## src/rtl/cplx_integrate_dump_pkg.sv

```systemverilog
// Shared widths and round/saturate helpers for the complex integrate-and-dump block.
// Saturation is used only when CPLX_ID_SAT_EN is defined.
package cplx_integrate_dump_pkg;

    localparam int IWIDTH = 33;
    localparam int CWIDTH = 10;
    localparam int SWIDTH = 5;
    localparam int OWIDTH = 16;
    localparam int ACC_W  = IWIDTH + CWIDTH;

    // One guard bit above ACC_W so that adding the rounding bias cannot wrap.
    function automatic logic signed [ACC_W:0] round_shift(
        input logic signed [ACC_W-1:0] v,
        input logic [SWIDTH-1:0]       sh
    );
        logic signed [ACC_W:0] ext;
        logic signed [ACC_W:0] bias;
        ext  = {v[ACC_W-1], v};
        bias = '0;
        if (sh != '0) begin
            bias = {{ACC_W{1'b0}}, 1'b1} <<< (sh - SWIDTH'(1));
        end
        return (ext + bias) >>> sh;
    endfunction

    function automatic logic signed [ACC_W:0] sat_bound(input logic want_max);
        logic signed [ACC_W:0] b;
        if (want_max) begin
            b = '0;
            b[OWIDTH-2:0] = '1;
        end else begin
            b = '1;
            b[OWIDTH-2:0] = '0;
        end
        return b;
    endfunction

    function automatic logic signed [OWIDTH-1:0] sat_out(input logic signed [ACC_W:0] r);
        logic signed [ACC_W:0] hi;
        logic signed [ACC_W:0] lo;
        hi = sat_bound(1'b1);
        lo = sat_bound(1'b0);
        if (r > hi) begin
            return hi[OWIDTH-1:0];
        end else if (r < lo) begin
            return lo[OWIDTH-1:0];
        end
        return r[OWIDTH-1:0];
    endfunction

endpackage

```

## src/rtl/cplx_integrate_dump_if.sv

```systemverilog
// Sample input and valid/ready result bus of the complex integrate-and-dump block.
interface cplx_integrate_dump_if
    import cplx_integrate_dump_pkg::*;
    ();

    logic                     in_valid;
    logic signed [IWIDTH-1:0] in_re;
    logic signed [IWIDTH-1:0] in_im;
    logic                     out_valid;
    logic                     out_ready;
    logic signed [OWIDTH-1:0] out_re;
    logic signed [OWIDTH-1:0] out_im;

    modport master (
        output in_valid, in_re, in_im, out_ready,
        input  out_valid, out_re, out_im
    );

    modport slave (
        input  in_valid, in_re, in_im, out_ready,
        output out_valid, out_re, out_im
    );

endinterface

```

## src/rtl/cplx_integrate_dump_round_sat.sv

```systemverilog
// Round-half-up right shift of one accumulator part, then reduction to OWIDTH.
// CPLX_ID_SAT_EN selects saturation; otherwise the low OWIDTH bits are kept.
module cid_round_sat
    import cplx_integrate_dump_pkg::*;
(
    input  logic signed [ACC_W-1:0]  sum_i,
    input  logic [SWIDTH-1:0]        shift_i,
    output logic signed [OWIDTH-1:0] res_o
);

    logic signed [ACC_W:0] r;

    assign r = round_shift(sum_i, shift_i);

`ifdef CPLX_ID_SAT_EN
    assign res_o = sat_out(r);
`else
    logic unused_hi;
    assign unused_hi = ^r[ACC_W:OWIDTH];
    assign res_o     = r[OWIDTH-1:0];
`endif

endmodule

```

## src/rtl/cplx_integrate_dump.sv

```systemverilog
// Integrates acc_len complex products and dumps one scaled result over valid/ready.
// Output reduction saturates when CPLX_ID_SAT_EN is defined, wraps otherwise.
module cplx_integrate_dump
    import cplx_integrate_dump_pkg::*;
(
    input  logic                clk,
    input  logic                rst,
    input  logic                clear,
    input  logic [CWIDTH-1:0]   acc_len,
    input  logic [SWIDTH-1:0]   shift,
    cplx_integrate_dump_if.slave bus,
    output logic                ovf
);

    logic [CWIDTH-1:0]        cnt_q;
    logic [CWIDTH-1:0]        len_q;
    logic [SWIDTH-1:0]        shift_q;
    logic signed [ACC_W-1:0]  acc_re_q, acc_im_q;
    logic signed [ACC_W-1:0]  acc_re_d, acc_im_d;
    logic signed [ACC_W-1:0]  sum_re_q, sum_im_q;
    logic [SWIDTH-1:0]        dump_shift_q;
    logic                     dump_v_q;
    logic                     out_valid_q;
    logic signed [OWIDTH-1:0] out_re_q, out_im_q;
    logic                     ovf_q;

    logic                     take;
    logic                     first;
    logic                     last;
    logic [CWIDTH-1:0]        eff_len;
    logic [SWIDTH-1:0]        eff_shift;
    logic signed [ACC_W-1:0]  in_re_x, in_im_x;
    logic signed [OWIDTH-1:0] rs_re, rs_im;

    // On the first sample of a frame the live acc_len/shift apply, so len=1 dumps at once.
    always_comb begin
        take      = bus.in_valid && !clear;
        first     = (cnt_q == '0);
        eff_len   = first ? acc_len : len_q;
        eff_shift = first ? shift : shift_q;
        last      = (cnt_q == (eff_len - CWIDTH'(1)));
        in_re_x   = {{CWIDTH{bus.in_re[IWIDTH-1]}}, bus.in_re};
        in_im_x   = {{CWIDTH{bus.in_im[IWIDTH-1]}}, bus.in_im};
        acc_re_d  = first ? in_re_x : acc_re_q + in_re_x;
        acc_im_d  = first ? in_im_x : acc_im_q + in_im_x;
    end

    cid_round_sat u_rs_re (
        .sum_i   (sum_re_q),
        .shift_i (dump_shift_q),
        .res_o   (rs_re)
    );

    cid_round_sat u_rs_im (
        .sum_i   (sum_im_q),
        .shift_i (dump_shift_q),
        .res_o   (rs_im)
    );

    always_ff @(posedge clk) begin
        if (rst) begin
            cnt_q        <= '0;
            len_q        <= '0;
            shift_q      <= '0;
            acc_re_q     <= '0;
            acc_im_q     <= '0;
            sum_re_q     <= '0;
            sum_im_q     <= '0;
            dump_shift_q <= '0;
            dump_v_q     <= 1'b0;
            out_valid_q  <= 1'b0;
            out_re_q     <= '0;
            out_im_q     <= '0;
            ovf_q        <= 1'b0;
        end else begin
            dump_v_q <= 1'b0;
            if (clear) begin
                cnt_q <= '0;
            end else if (take) begin
                if (first) begin
                    len_q   <= acc_len;
                    shift_q <= shift;
                end
                acc_re_q <= acc_re_d;
                acc_im_q <= acc_im_d;
                if (last) begin
                    cnt_q        <= '0;
                    sum_re_q     <= acc_re_d;
                    sum_im_q     <= acc_im_d;
                    dump_shift_q <= eff_shift;
                    dump_v_q     <= 1'b1;
                end else begin
                    cnt_q <= cnt_q + CWIDTH'(1);
                end
            end

            if (out_valid_q && bus.out_ready) begin
                out_valid_q <= 1'b0;
            end
            // A result arriving while the held one is not being taken is lost.
            if (dump_v_q && !clear) begin
                if (!out_valid_q || bus.out_ready) begin
                    out_valid_q <= 1'b1;
                    out_re_q    <= rs_re;
                    out_im_q    <= rs_im;
                end else begin
                    ovf_q <= 1'b1;
                end
            end
        end
    end

    assign bus.out_valid = out_valid_q;
    assign bus.out_re    = out_re_q;
    assign bus.out_im    = out_im_q;
    assign ovf           = ovf_q;

endmodule

```

## src/flat_wrapper.sv

```systemverilog
// flat-port wrapper written by rule: the top's interface ports become plain ports
module cplx_integrate_dump_flat import cplx_integrate_dump_pkg::*;
  (clk, rst, clear, acc_len, shift, ovf, bus_in_valid, bus_in_re, bus_in_im, bus_out_ready, bus_out_valid, bus_out_re, bus_out_im);
  cplx_integrate_dump_if bus_i ();
  input  logic clk;
  input  logic rst;
  input  logic clear;
  input  logic [CWIDTH-1:0] acc_len;
  input  logic [SWIDTH-1:0] shift;
  output logic ovf;
  input wire logic [$bits(bus_i.in_valid)-1:0] bus_in_valid;
  input wire logic [$bits(bus_i.in_re)-1:0] bus_in_re;
  input wire logic [$bits(bus_i.in_im)-1:0] bus_in_im;
  input wire logic [$bits(bus_i.out_ready)-1:0] bus_out_ready;
  output wire logic [$bits(bus_i.out_valid)-1:0] bus_out_valid;
  output wire logic [$bits(bus_i.out_re)-1:0] bus_out_re;
  output wire logic [$bits(bus_i.out_im)-1:0] bus_out_im;
  assign bus_i.in_valid = bus_in_valid;
  assign bus_i.in_re = bus_in_re;
  assign bus_i.in_im = bus_in_im;
  assign bus_i.out_ready = bus_out_ready;
  assign bus_out_valid = bus_i.out_valid;
  assign bus_out_re = bus_i.out_re;
  assign bus_out_im = bus_i.out_im;
  cplx_integrate_dump u_core (.clk(clk), .rst(rst), .clear(clear), .acc_len(acc_len), .shift(shift), .bus(bus_i), .ovf(ovf));
endmodule
```

## config.mk

```make
export PLATFORM = sky130hd
export DESIGN_NAME = cplx_integrate_dump_flat
export DESIGN_NICKNAME = d
export VERILOG_FILES = /design/src/rtl/cplx_integrate_dump_pkg.sv /design/src/rtl/cplx_integrate_dump_if.sv /design/src/rtl/cplx_integrate_dump_round_sat.sv /design/src/rtl/cplx_integrate_dump.sv /design/src/flat_wrapper.sv
export SDC_FILE = /design/constraint.sdc
export NUM_CORES = 1
export LEC_CHECK = 0
export ABC_AREA = 1
export BUFFER_PORTS_ARGS = -buffer_cell sky130_fd_sc_hd__buf_2
export CORE_ASPECT_RATIO = 1.4
export CORE_MARGIN = 4
export CORE_UTILIZATION = 41
export DETAILED_ROUTE_END_ITERATION = 16
export PLACE_DENSITY = 0.54
export SLEW_MARGIN = 20
export SYNTH_ARGS = -nofsm -noshare
export SYNTH_HDL_FRONTEND = slang
export SYNTH_SLANG_ARGS = --single-unit
```

## constraint.sdc

```tcl
create_clock -name clk -period 4.85 [get_ports clk]
set_clock_uncertainty 0.2 [all_clocks]
set_input_delay 0.485 -clock clk [delete_from_list [all_inputs] [get_ports clk]]
set_output_delay 0.485 -clock clk [all_outputs]
set_load 0.01 [all_outputs]
```

==> flow_metrics.env <==
export IMPL_status="complete, no violations"
export IMPL_worst_pin_slew_ns=1.086
export IMPL_grt_pass1_wl_mm=157.3
export IMPL_grt_max_degree=106
export IMPL_synthCells=4709
export IMPL_reg2reg_depth=21
export IMPL_first_pass_iters=8
export IMPL_ys_seq_elements=237
export IMPL_ys_seq_area_share_pct=18.39
export IMPL_clkPwrFrac_pct=44.1
export IMPL_dpl_cell_count=5515
export IMPL_p_int_w=0.003814
export IMPL_netlist_area_mm2=0.02579
export IMPL_leakage_nw=14.19
export IMPL_ys_warn_count=0
export IMPL_finalHoldViolations=0
export IMPL_initial_utilization_pct=41.50
export IMPL_cts_tree="yes"
export IMPL_maxCapViolations=0
export IMPL_worstSkewPairLatency_ns=0.59
export IMPL_cp_endpoint="u_core.bus.out_re[10]"
export IMPL_die_area_mm2=0.06705
export IMPL_seqPwrFrac_pct=37.2
export IMPL_timing_critical_path_from="u_core.dump_shift_q[2]"
export IMPL_setup_viol_count_final=0
export IMPL_fin_setup_tns_ns=0
export IMPL_power_density_mw_per_mm2=195.8
export IMPL_rsz0062_at_grt="no"
export IMPL_antenna_found_initial=1
export IMPL_num_rows=108
export IMPL_syn_area_per_cell_um2=5.478
export IMPL_crit_type="reg -> reg"
export IMPL_dpl_hpwl_mm=80.92
export IMPL_wl_per_cell_um=18.10
export IMPL_die_h_um=304.8
export IMPL_vdd_drop_max_mv=0.3150
export IMPL_htreeDepth=1
export IMPL_io_buffers=119
export IMPL_drtIter0Drc=2487
export IMPL_wl_mm=100.7
export IMPL_syn_to_final_growth_pct=8.619
export IMPL_vias_per_cell=5.398
export IMPL_finalCritPeriodShare_pct=92.02
export IMPL_drc_errors=0
export IMPL_synth_distinct_cells=54
export IMPL_vias=30030
export IMPL_max_freq_mhz=224.1
export IMPL_comb_power_share_pct=18.7
export IMPL_die_x_um=220.0
export IMPL_grt_use_total_pct=29.18
export IMPL_worstPathRequired_ns=5.07
export IMPL_gp_congestion=1.008
export IMPL_critPathLaunchType="flop"
export IMPL_power_switching_share_pct=30.47
export IMPL_n_antenna_cell=0
export IMPL_cts_root_buffer="clkbuf_16"
export IMPL_r2r_slack_ns=0.39
export IMPL_io_pins=120
export IMPL_stdcell_count=5564
export IMPL_end_kind="flop"
export IMPL_crit_arrival_ns=4.69
export IMPL_ys_flop_type="dfxtp_1"
export IMPL_switchingPower_w=0.001672
export IMPL_cts_sinks=237
export IMPL_cts_buffers=28
export IMPL_ant_nets=0
export IMPL_drv_slew=0
export IMPL_worstPathMaxFanout=14
export IMPL_reg2reg_to="u_core.bus.out_re[10]"
export IMPL_hp_class="in -> reg"
export IMPL_synthArstFlopShare_pct=0
export IMPL_synth_edf_count=0
export IMPL_grt_pass1_vias=28450
export IMPL_slew_headroom_pct=27.63
export IMPL_overflow=0
export IMPL_fin_nets=4926
export IMPL_clkTransAtPathRegs_ns=0.07
export IMPL_rr_startpoint="u_core.dump_shift_q[2]"
export IMPL_drive_gt1_share_pct=6.162
export IMPL_core_mm2=0.06216
export IMPL_post_route_min_period_ns=4.463
export IMPL_clk_path_buf_depth=3
power by group through the flow:
stage          Combinational [W]  Clock (W)  Sequential (W)
6_report                 0.00103    0.00242         0.00204
5_1_grt                  0.00117    0.00255         0.00204
4_1_cts                  0.00102    0.00248         0.00204
3_5_place_dp             0.00102          0         0.00208
3_3_place_gp             0.00102          0         0.00208
2_1_floorplan           0.000726          0         0.00207
repair_timing:
action                                  4_1_cts  5_1_grt
endpoints found under the hold margin         1        0
hold buffers                                  1        0
resized for setup                             0        1
endpoints found under the setup margin        0        1
buffers inserted                              0        0
final cells by class:
type / count / area, um^2
fill: 7147 / 34140
multi-input combinational: 3655 / 17860
sequential: 237 / 4751
inverter: 639 / 2404
tap: 825 / 1032
timing repair buffer: 160 / 940.9
clock buffer: 34 / 784.5
clock inverter: 14 / 241.5
synth_stat cells (3+ instances only):
| library cell | n | area [um^2] |
|---|---|---|
| ha_1 | 117 | 1464 |
| a21oi_1 | 300 | 1501 |
| nor2_1 | 601 | 2256 |
| o21ai_1 | 23 | 115.1 |
| nand2_2 | 4 | 25.02 |
| nand3_1 | 675 | 3378 |
| nor3_1 | 54 | 270.3 |
| nand2_1 | 1169 | 4388 |
| o21a_1 | 26 | 195.2 |
| buf_1 | 48 | 180.2 |
| a21oi_2 | 3 | 26.28 |
| nor2_2 | 11 | 68.82 |
| buf_6 | 11 | 123.9 |
| inv_2 | 11 | 41.29 |
| clkbuf_1 | 86 | 322.8 |
| o21bai_1 | 13 | 97.59 |
| o21ai_2 | 4 | 35.03 |
| o211ai_1 | 17 | 127.6 |
| o221ai_1 | 3 | 26.28 |
| buf_4 | 7 | 52.55 |
| nor4_1 | 13 | 81.33 |
| inv_1 | 628 | 2357 |
| o2111ai_1 | 3 | 26.28 |
| a21boi_0 | 6 | 45.04 |
| a21o_1 | 9 | 67.56 |
| o21ai_0 | 336 | 1682 |
| or2_2 | 32 | 200.2 |
| a31oi_1 | 54 | 337.8 |
| buf_2 | 27 | 135.1 |
| xnor2_1 | 22 | 192.7 |
| nand4_1 | 67 | 419.2 |
| mux2i_1 | 6 | 60.06 |
| nand3b_1 | 6 | 45.04 |
| xor2_1 | 45 | 394.1 |
| and3_1 | 4 | 25.02 |
| dfxtp_1 | 237 | 4745 |
| a211oi_1 | 9 | 67.56 |
flip-flops by register name, summed over array words and instances (netlist names):
name,count
u_core.acc_im_q,43
u_core.acc_re_q,43
u_core.sum_im_q,43
u_core.sum_re_q,43
u_core.bus.out_im,16
u_core.bus.out_re,16
u_core.cnt_q,10
u_core.len_q,10
u_core.dump_shift_q,5
u_core.shift_q,5
u_core.bus.out_valid,1
u_core.dump_v_q,1
u_core.ovf,1
critical path, cell delays in order, from the launching register on:
cell     delay, ns
dfxtp_2       0.53
nand3_1       0.22
nor2_2        0.29
nand3_1       0.35
nand2_1       0.18
nand2_1       0.14
nor2_1        0.20
nand2_1       0.18
inv_2         0.09
nand2_1       0.13
nor3_1        0.54
nand2_1       0.15
nand3_1       0.15
nand3_1       0.12
nand3_1       0.16
nand3_1       0.11
nand2_1       0.13
nor2_1        0.04
nor2_1        0.13
nor2_1        0.08
nand2_1       0.12
a21oi_1       0.06
how the worst min path moves through the flow:
stage,startpoint,to,slack [ns],cells after the start
after detailed placement,u_core.shift_q[1],u_core.shift_q[1],0.25,2
after floorplan,u_core.sum_im_q[0],u_core.sum_im_q[0],0.23,2
after global placement,u_core.shift_q[1],u_core.shift_q[1],0.25,2
after global routing,clear,u_core.cnt_q[1],0.06,3
final,bus_in_re[30],u_core.acc_re_q[30],0.07,5
after CTS,bus_in_re[30],u_core.acc_re_q[30],0.03,5
cells in the final DEF, fill, tap and decap left out, types with 4 or more instances in the layout:
| cell | netlist | final |
|---|---|---|
| a211oi_1 | 9 | 9 |
| a21boi_0 | 6 | 6 |
| a21o_1 | 9 | 9 |
| a21oi_1 | 300 | 300 |
| a31oi_1 | 54 | 54 |
| and3_1 | 4 | 4 |
| buf_2 | 27 | 118 |
| buf_4 | 7 | 37 |
| bufinv_16 | 0 | 6 |
| clkbuf_16 | 0 | 29 |
| clkbuf_8 | 0 | 4 |
| clkinv_2 | 0 | 4 |
| dfxtp_1 | 237 | 232 |
| dfxtp_2 | 0 | 5 |
| ha_1 | 117 | 117 |
| inv_1 | 628 | 624 |
| inv_2 | 11 | 12 |
| mux2i_1 | 6 | 6 |
| nand2_1 | 1169 | 1168 |
| nand2_2 | 4 | 4 |
| nand3_1 | 675 | 675 |
| nand3b_1 | 6 | 6 |
| nand4_1 | 67 | 67 |
| nor2_1 | 601 | 600 |
| nor2_2 | 11 | 11 |
| nor3_1 | 54 | 54 |
| nor4_1 | 13 | 13 |
| o211ai_1 | 17 | 17 |
| o21a_1 | 26 | 26 |
| o21ai_0 | 336 | 336 |
| o21ai_1 | 23 | 23 |
| o21ai_2 | 4 | 4 |
| o21bai_1 | 13 | 13 |
| or2_2 | 32 | 32 |
| xnor2_1 | 22 | 22 |
| xor2_1 | 45 | 45 |
routing by layer:
metal / global-route usage (%) / vias to the layer above / share of wire (%)
met5: 0 / - / 0
met3: 2.252 / 186 / 4.5
met2: 48.12 / 836 / 46
met1: 39.61 / 13580 / 45
li1: - / 15430 / -
met4: 11.15 / 0 / 4.5
stage by stage:
stage | hold WS, ns | cell area (um^2) | setup WS (ns) | util [%] | total power [W]
2_1_floorplan | 0.2280 | 25800 | 1.196 | - | 0.002796
3_3_place_gp | 0.2476 | 26970 | 0.4640 | 43.40 | 0.003096
3_5_place_dp | 0.2503 | 26970 | 0.3976 | 43.40 | 0.003097
4_1_cts | 0.03490 | 28010 | 0.3907 | 45.06 | 0.005540
5_1_grt | 0.06383 | 28020 | 0.03553 | 45.07 | 0.005760
6_report | 0.06530 | 28020 | 0.3871 | 45.07 | 0.005485
logic make-up (layout without fill, tap and decap cells):
| group | count (synthesis) | in the layout | synth area share [%] |
|---|---|---|---|
| xor gates and xnor gates | 67 | 67 | 2.275 |
| adders and majority gates | 119 | 119 | 5.830 |
| AOI/OAI and AO/OA | 813 | 813 | 17.09 |
| buffers and inverters | 818 | 847 | 12.46 |
| muxes | 6 | 6 | 0.2328 |
| DFF | 237 | 237 | 18.39 |
| and+or+nand+nor | 2648 | 2648 | 43.70 |
| other | 1 | 2 | 0.01454 |
Power figures use the tool's default switching activity.
